===== src/rtl/intrude_pkg.sv =====
// Shared definitions for the host intrusion front end.
//   state_t      : host interface FSM states
//   SEL_*        : HSEL register-select codes
//   DEF_ADDR_W   : default intrusion address width
package intrude_pkg;

  localparam int DEF_ADDR_W = 20;

  typedef enum logic [2:0] {
    IDLE,
    LOCAL,
    REQ,
    ACCESS,
    ACK
  } state_t;

  localparam logic [1:0] SEL_ALO  = 2'd0;  // addr[7:0]
  localparam logic [1:0] SEL_AMID = 2'd1;  // addr[15:8]
  localparam logic [1:0] SEL_AHI  = 2'd2;  // addr[ADDR_W-1:16]
  localparam logic [1:0] SEL_DATA = 2'd3;  // intrusion data cycle

endpackage


===== src/rtl/intrude_sync.sv =====
// Multi-flop synchroniser for an asynchronous single-bit input.
//   clk    : destination clock
//   reset  : synchronous, active-high; flops load INIT
//   d      : asynchronous input
//   level  : synchronised level
//   fall   : one-cycle pulse on a synchronised 1->0 transition
// STAGES must be at least 2.
module intrude_sync #(
  parameter int   STAGES = 2,
  parameter logic INIT   = 1'b0
) (
  input  logic clk,
  input  logic reset,
  input  logic d,
  output logic level,
  output logic fall
);

  logic [STAGES-1:0] sync_q;
  logic              prev_q;

  // NOTE: flops reset to the input's idle level, so leaving reset never
  // looks like an edge to the logic downstream.
  always_ff @(posedge clk) begin
    if (reset) begin
      sync_q <= {STAGES{INIT}};
      prev_q <= INIT;
    end else begin
      sync_q <= {sync_q[STAGES-2:0], d};
      prev_q <= sync_q[STAGES-1];
    end
  end

  assign level = sync_q[STAGES-1];
  assign fall  = prev_q & ~sync_q[STAGES-1];

endmodule


===== src/rtl/intrude_host_if.sv =====
// Host parallel-port front end for the intrusion path.
// Turns asynchronous host strobes into single intrusion cycles for the
// downstream sequencer and returns a level handshake to the host.
//   CLK, RESET      : clock, synchronous active-high reset
//   HSTB_N          : async active-low host strobe
//   HRW, HSEL, HDI  : host direction (1=read), register select, write data
//   HDO, HACK, ERR  : host read data, handshake, sticky timeout flag
//   TRUDY, RD, WR   : intrusion requests to the sequencer
//   GRANT, DONE     : sequencer bus grant, cycle-complete pulse
//   ADDR, DOUT, DIN : intrusion address, write data, read data
module intrude_host_if
  import intrude_pkg::*;
#(
  parameter int ADDR_W      = DEF_ADDR_W,  // 17..24
  parameter int SYNC_STAGES = 2,
  parameter int TIMEOUT     = 255
) (
  input  logic              CLK,
  input  logic              RESET,
  input  logic              HSTB_N,
  input  logic              HRW,
  input  logic [1:0]        HSEL,
  input  logic [7:0]        HDI,
  output logic [7:0]        HDO,
  output logic              HACK,
  output logic              ERR,
  output logic              TRUDY,
  output logic              RD,
  output logic              WR,
  input  logic              GRANT,
  input  logic              DONE,
  output logic [ADDR_W-1:0] ADDR,
  output logic [7:0]        DOUT,
  input  logic [7:0]        DIN
);

  localparam int               CNT_W    = $clog2(TIMEOUT + 1);
  // Counter value during the last permitted REQ/ACCESS cycle.
  localparam logic [CNT_W-1:0] CNT_LAST = CNT_W'(TIMEOUT - 1);

  state_t           state;
  logic             rw_q;
  logic [1:0]       sel_q;
  logic [7:0]       hdi_q;
  logic [CNT_W-1:0] cnt;
  logic             stb_level;
  logic             stb_fall;

  intrude_sync #(
    .STAGES(SYNC_STAGES),
    .INIT  (1'b1)
  ) u_stb_sync (
    .clk  (CLK),
    .reset(RESET),
    .d    (HSTB_N),
    .level(stb_level),
    .fall (stb_fall)
  );

  // Address bytes are handled through a 24-bit zero-padded view so the
  // top byte naturally drops bits above ADDR_W and reads back zero-extended.
  function automatic logic [ADDR_W-1:0] put_byte(input logic [ADDR_W-1:0] a,
                                                  input logic [1:0]        s,
                                                  input logic [7:0]        b);
    logic [23:0] ext;
    ext = 24'(a);
    case (s)
      SEL_ALO:  ext[7:0]   = b;
      SEL_AMID: ext[15:8]  = b;
      default:  ext[23:16] = b;
    endcase
    return ext[ADDR_W-1:0];
  endfunction

  function automatic logic [7:0] get_byte(input logic [ADDR_W-1:0] a,
                                          input logic [1:0]        s);
    logic [23:0] ext;
    ext = 24'(a);
    case (s)
      SEL_ALO:  return ext[7:0];
      SEL_AMID: return ext[15:8];
      default:  return ext[23:16];
    endcase
  endfunction

  // NOTE: all state and outputs are registered with non-blocking assignments;
  // each output is written only on state transitions so it stays glitch-free.
  always_ff @(posedge CLK) begin
    if (RESET) begin
      state <= IDLE;
      rw_q  <= 1'b0;
      sel_q <= SEL_ALO;
      hdi_q <= '0;
      cnt   <= '0;
      ADDR  <= '0;
      DOUT  <= '0;
      HDO   <= '0;
      HACK  <= 1'b0;
      ERR   <= 1'b0;
      TRUDY <= 1'b0;
      RD    <= 1'b0;
      WR    <= 1'b0;
    end else begin
      case (state)
        IDLE: begin
          if (stb_fall) begin
            rw_q  <= HRW;
            sel_q <= HSEL;
            hdi_q <= HDI;
            ERR   <= 1'b0;
            if (HSEL != SEL_DATA) begin
              state <= LOCAL;
            end else begin
              if (!HRW) DOUT <= HDI;
              cnt   <= '0;
              TRUDY <= 1'b1;
              RD    <= HRW;
              WR    <= ~HRW;
              state <= REQ;
            end
          end
        end

        LOCAL: begin
          if (rw_q) HDO  <= get_byte(ADDR, sel_q);
          else      ADDR <= put_byte(ADDR, sel_q, hdi_q);
          HACK  <= 1'b1;
          state <= ACK;
        end

        REQ: begin
          // DONE is deliberately not looked at here, even alongside GRANT.
          if (cnt == CNT_LAST) begin
            ERR   <= 1'b1;
            TRUDY <= 1'b0;
            RD    <= 1'b0;
            WR    <= 1'b0;
            HACK  <= 1'b1;
            state <= ACK;
          end else begin
            cnt <= cnt + CNT_W'(1);
            if (GRANT) state <= ACCESS;
          end
        end

        ACCESS: begin
          // DONE takes priority over a timeout falling in the same cycle.
          if (DONE) begin
            if (rw_q) HDO <= DIN;
            ADDR  <= ADDR + ADDR_W'(1);
            TRUDY <= 1'b0;
            RD    <= 1'b0;
            WR    <= 1'b0;
            HACK  <= 1'b1;
            state <= ACK;
          end else if (cnt == CNT_LAST) begin
            ERR   <= 1'b1;
            TRUDY <= 1'b0;
            RD    <= 1'b0;
            WR    <= 1'b0;
            HACK  <= 1'b1;
            state <= ACK;
          end else begin
            cnt <= cnt + CNT_W'(1);
          end
        end

        ACK: begin
          if (stb_level) begin
            HACK  <= 1'b0;
            state <= IDLE;
          end
        end

        default: state <= IDLE;
      endcase
    end
  end

endmodule


===== config.mk =====
export PLATFORM = sky130hd
export DESIGN_NAME = intrude_host_if
export DESIGN_NICKNAME = d
export VERILOG_FILES = /design/src/rtl/intrude_pkg.sv /design/src/rtl/intrude_sync.sv /design/src/rtl/intrude_host_if.sv
export SDC_FILE = /design/constraint.sdc
export NUM_CORES = 1
export LEC_CHECK = 0
export ABC_AREA = 0
export BUFFER_PORTS_ARGS = -buffer_cell sky130_fd_sc_hd__buf_4
export CELL_PAD_IN_SITES_DETAIL_PLACEMENT = 0
export CELL_PAD_IN_SITES_GLOBAL_PLACEMENT = 2
export CORE_MARGIN = 2
export CORE_UTILIZATION = 36
export DETAILED_ROUTE_END_ITERATION = 8
export GPL_TIMING_DRIVEN = 0
export PLACE_DENSITY = 0.9
export SYNTH_ARGS = -nofsm -noshare
export SYNTH_HDL_FRONTEND = slang
export SYNTH_HIERARCHICAL = 1
export SYNTH_SLANG_ARGS = --single-unit
export TNS_END_PERCENT = 50

===== constraint.sdc =====
create_clock -name CLK -period 3 [get_ports CLK]
set_clock_uncertainty 0.15 [all_clocks]
set_input_delay 0.3 -clock CLK [delete_from_list [all_inputs] [get_ports CLK]]
set_output_delay 0.3 -clock CLK [all_outputs]
set_load 0.01 [all_outputs]

After elaboration in Yosys (flattened, before gate mapping)
Index checks and enable logic that the tools add are counted.
{"block": "word_totals", "register_bits": 66, "out_inout_bits": 41, "word_cells": 107, "inputBits": 24}
{"block": "classes", "muxes": 47, "n_bitwise": 4, "n_eq_ne": 20, "add_sub_neg": 2, "reduce_logical": 17}
{"op": "8-bit two-way mux", "n": 9}
{"op": "20-bit two-way mux", "n": 2}
{"op": "20-bit one-hot mux with 2 select lines", "n": 1}
{"op": "8-bit one-hot mux with 2 select lines", "n": 2}
{"op": "4-bit AND reduction", "n": 7}
{"op": "8-bit one-hot mux with 3 select lines", "n": 1}
{"op": "2-bit inequality test, second input constant", "n": 11}
{"op": "20-bit by 1-bit adder with 20-bit output, second input constant", "n": 1}
{"op": "1-bit two-way mux", "n": 18}
{"op": "3-bit two-way mux", "n": 6}
{"op": "3-bit one-hot mux with 5 select lines", "n": 1}
{"op": "1-bit one-hot mux with 3 select lines", "n": 4}
{"op": "8-bit by 1-bit adder with 8-bit output, second input constant", "n": 1}
{"op": "8-bit == test, second input constant", "n": 1}
{"op": "3-bit by 2-bit == test with 1-bit output, second input constant", "n": 2}
{"op": "3-bit inequality test, second input constant", "n": 2}
{"op": "3-bit AND reduction", "n": 2}
{"op": "4-bit two-way mux", "n": 1}
{"op": "1-bit one-hot mux with 4 select lines", "n": 1}
{"op": "2-bit AND reduction", "n": 2}
{"op": "4-bit nonzero test", "n": 1}
{"op": "3-bit by 1-bit == test with 1-bit output, second input constant", "n": 1}
{"op": "3-bit == test, second input constant", "n": 1}
{"op": "3-bit zero test", "n": 1}
{"op": "other kinds (9)", "n": 11}

Depth between registers and ports, before layout
{"block": "depth", "depth_word": 5, "depth_mapped": 7}

Cells and area by module
Netlist, hierarchy kept.
{"mod": "intrude_host_if", "area_each_um2": 3621.0, "instances": 1, "cells_per_inst": 436}
{"mod": "intrude_sync", "area_each_um2": 85.1, "instances": 1, "cells_per_inst": 7}

Worst setup path before layout
No wires, ideal clock.
{"block": "synth_path", "kind": "register to register", "from": "register ADDR[7]", "to": "register ADDR[19]", "setup_time_ps": 74, "path_buffers": 0, "setup_slack_ps": 1121, "stages_incl_launch_ff": 5, "period_less_slack_ps": 1879, "arrival_ps": 1655, "path_cell_list": "dfxtp_1 > nand4_2 > or3_4 > or4_1 > a31oi_1"}
{"block": "synth_between", "elab_chain_len": 3}
{"element": "start: declaration", "line": "intrude_host_if.sv:32", "rtl": "output logic [ADDR_W-1:0] ADDR,"}
{"element": "start signal: assignment", "line": "intrude_host_if.sv:126", "rtl": "else ADDR <= put_byte(ADDR, sel_q, hdi_q);"}
{"element": "start signal: assignment", "line": "intrude_host_if.sv:150", "rtl": "ADDR <= ADDR + ADDR_W'(1);"}
{"element": "20-bit by 1-bit adder with 20-bit output", "line": "intrude_host_if.sv:150"}
{"element": "20-bit two-way mux", "line": "intrude_host_if.sv:148", "rtl": "if (DONE) begin"}
{"element": "20-bit one-hot mux with 2 select lines", "line": "intrude_host_if.sv:104", "rtl": "case (state)"}
Every way passes these cells. The select of a mux whose other input is x is not followed.
A chain may end at the register's enable or synchronous reset.

Final worst setup path
{"block": "layout_path", "from": "register state[2]", "to": "register ADDR[10]"}
{"block": "layout_between", "elab_chain_len": 3, "word_cells_on_any_way": 8, "cone_classes": "5 x eq/ne; 1 x mux; 2 x reduce/logical"}
{"element": "start: declaration", "line": "intrude_host_if.sv:41", "rtl": "state_t state;"}
{"element": "start signal: assignment", "line": "intrude_host_if.sv:90", "rtl": "state <= IDLE;"}
{"element": "start signal: assignment", "line": "intrude_host_if.sv:112", "rtl": "state <= LOCAL;"}
{"element": "start signal: assignment", "line": "intrude_host_if.sv:119", "rtl": "state <= REQ;"}
{"element": "3-bit by 1-bit == test with 1-bit output / 3-bit by 2-bit == test with 1-bit output (equally long branches)", "line": "intrude_host_if.sv:104"}
{"element": "2-bit inequality test (no source line) / 2-bit nonzero test (equally long branches)"}
{"element": "4-bit AND reduction (no source line)"}
Several ways; a longest one is shown, not always the timed one.

==> impl_metrics.toml <==
[floorplanning]
core.rowCount = 37
dieHeight_um = 105
start_util = 0.366
design.core.area_um2 = 10100
design.die.area_um2 = 11100
number_of_top_level_design_ports = 65
die_w_um = 105

[flow_run]
cap_viol_max_count = 0

[route]
drcViolationCount = 0
via_per_inst = 5.62
wire_per_inst_um = 17.5
drt.antenna.violating_nets = 0
drtPass1Iterations = 5
dr_total_vias = 3717
drt_first_iter_violations = 163
wl_um = 11600

[synthesis]
ys_seq_area_frac = 0.357
postSynthCellCount = 443
synth_async_sr_flop_share = 0
yosysWarningCount = 6
postSynthAreaPerCell_um2 = 8.37
netlist_area_um2 = 3710
top_flip_flop_cell_by_instance_count_after_synthesis = "dfxtp_1"
synth_fp_nets = 470
synthDominantCellAreaShare = 0.357
synth_area_leader_cell = "dfxtp_1"
total_of_flip_flops_plus_latches_after_synthesis = 66
synth_cell_types = 68
synth-edff-count = 0
synth_area_leaders = "dfxtp_1 36%, mux2i_1 7.3%, nand2_1 5.8%"

[timing]
timing.setup.tns_ns = 0
finalHoldViolations = 0
unrepaired_setup_endpoints_after_global_routing = "no"
min_period_over_period = 0.725
fin_crit_ns = 2.17
report.final.setup_viol = 0
max_clock_freq_mhz = 460
tightestPinTransition_ns = 0.748
final_critical_path_setup_slack_ns = 0.826
finalMaxSlewViolations = 0
worst_slew_margin_rel = 0.497

[cells_and_area]
layout_cells_sized_above_1 = 0.206
diodes = 0
most-common-layout-cells = "66 x dfxtp_1, 64 x buf_4, 57 x nand2_1"
post_layout_nonfiller_instances = 661
final_nets = 547
n_fill_cell = 1031
sequential_cell_area_um2 = 1320
finalCoreUtilization = 0.449
area_growth_pct = 22.8
multi_input_logic_area_um2 = 2160
mostFrequentLayoutCell = "dfxtp_1"

[global_routing]
number_of_antenna_violations_at_the_first_check_in_global_routing = 0
globalRouteTotalUtil = 0.207
wire_length_of_the_first_global_routing_pass_um = 18000
grt_max_degree = 12
vias_in_the_first_global_route = 3443
global_route_overflow = 0

[worst_setup_path]
timing.reg2reg.worst_path_depth = 5
critPathBufInv = 1
critical_path_cell_count = 5
crit_path_max_fanout = 10
critPathTopFamily = "compound AO/OA/AOI/OAI gates"
max_stage_delay_ns = 0.48
worstPathArrival_ns = 2.25
required_ns = 3.07
cpMaxStageDelayCell = "a31oi_1"
criticalPathCategory = "reg -> reg"
startpoint_kind_of_the_worst_setup_timing_path = "flip-flop"
crit_chain = "buf_2, and4b_1, a31oi_1, or2_1, o221ai_1"
end_kind = "flip-flop"

[worst_hold_path]
hp-class = "in -> reg"
hold-path-cell-count = 3

[clock_network]
clock_path_buffers = 2
numCtsBuffers = 9
cts_tree = "done"
cts.root.buffer_cell = "clkbuf_8"
cts.reportedPaths.clkPinSlew_ns = 0.08
cts-htree-levels = 3
cts_post_setup_buffers_inserted = 0
cts_hold_repair.buffers = 3
clock_insertion_delay_worst_skew_ns = 0.36
post_cts.resized_instances = 0
cts.sinks = 66

[power]
power.leakage_nw = 1.59
power.density_nw_per_um2 = 485
power.ir.vdd_worst_v = 0.000247
totalPowerFinal_w = 0.00221

[status]
outcome = "finished clean"

[place]
place.port_buffers = 63
place_ws_ns = 0.869
dp.final_hpwl_um = 8510
gp_congestion = 0.937
dpl.cell_count = 642
report_power, final:
group          switching (W)  total, W  internal [W]
registers          0.0000625  0.000983      0.000921
logic               0.000314  0.000534      0.000220
clock network       0.000371  0.000689      0.000318
total               0.000748   0.00221       0.00146
area by class of cell:
cell class | count | share of cell area
tap | 136 | 0.0374
clock buffer | 11 | 0.0311
inverter | 14 | 0.0115
clock inverter | 5 | 0.00660
buffer | 27 | 0.0374
timing repair buffer | 66 | 0.111
multi-input combinational | 336 | 0.475
sequential | 66 | 0.290
Yosys cell counts (8+ instances only):
master and number:
o21ai_0 17, nor3_1 13, nand3_1 15, inv_1 13, a31oi_1 8, nor2_1 28, or4_1 9, a211oi_1 14
clkbuf_1 16, a21oi_1 32, mux2i_1 27, nand2_1 57, dfxtp_1 66
state kept, by name, indices dropped and copies added, names as in the netlist, 2 cells and up:
| name | flops |
|---|---|
| cnt | 8 |
| DOUT | 8 |
| state | 3 |
| ADDR | 20 |
| u_stb_sync/sync_q | 2 |
| HDO | 8 |
| hdi_q | 8 |
| sel_q | 2 |
logic make-up (layout without fill, tap and decap cells):
logic type | count (synthesis) | in the layout | share of synthesized area
adders and majority gates | 3 | 3 | 0.0101
and+or+nand+nor | 184 | 184 | 0.272
DFF | 66 | 66 | 0.357
AOI/OAI and AO/OA | 120 | 120 | 0.222
muxes | 29 | 29 | 0.0790
buffers and inverters | 41 | 123 | 0.0601
per-layer routing:
layer,wire length (um),global-route usage,part of all wire
met1,5380,0.277,0.47
met2,5240,0.321,0.45
met3,667,0.0421,0.058
met4,269,0.0886,0.023
met5,0,0,0
tightest hold or removal path, stage by stage:
cell     delay, ns
buf_4         0.09
mux2i_1       0.06
nor2_1        0.07
stage by stage:
stage	hold slack (ns)	area (um2)
floorplan	0.235	3710
global placement	0.240	4350
detailed placement	0.250	4350
CTS	0.0385	4550
global route	0.0363	4550
finish	0.0525	4550
final timing paths:
| path | start | endpoint | slack, ns |
|---|---|---|---|
| setup / recovery | state[2] | ADDR[10] | 0.83 |
| hold / removal | HDI[5] | DOUT[5] | 0.05 |
| setup reg to reg | state[2] | ADDR[10] | 0.83 |
| hold reg to reg | u_stb_sync/sync_q[0] | u_stb_sync/sync_q[1] | 0.26 |
Note: power is estimated with default switching activity, not from simulation.
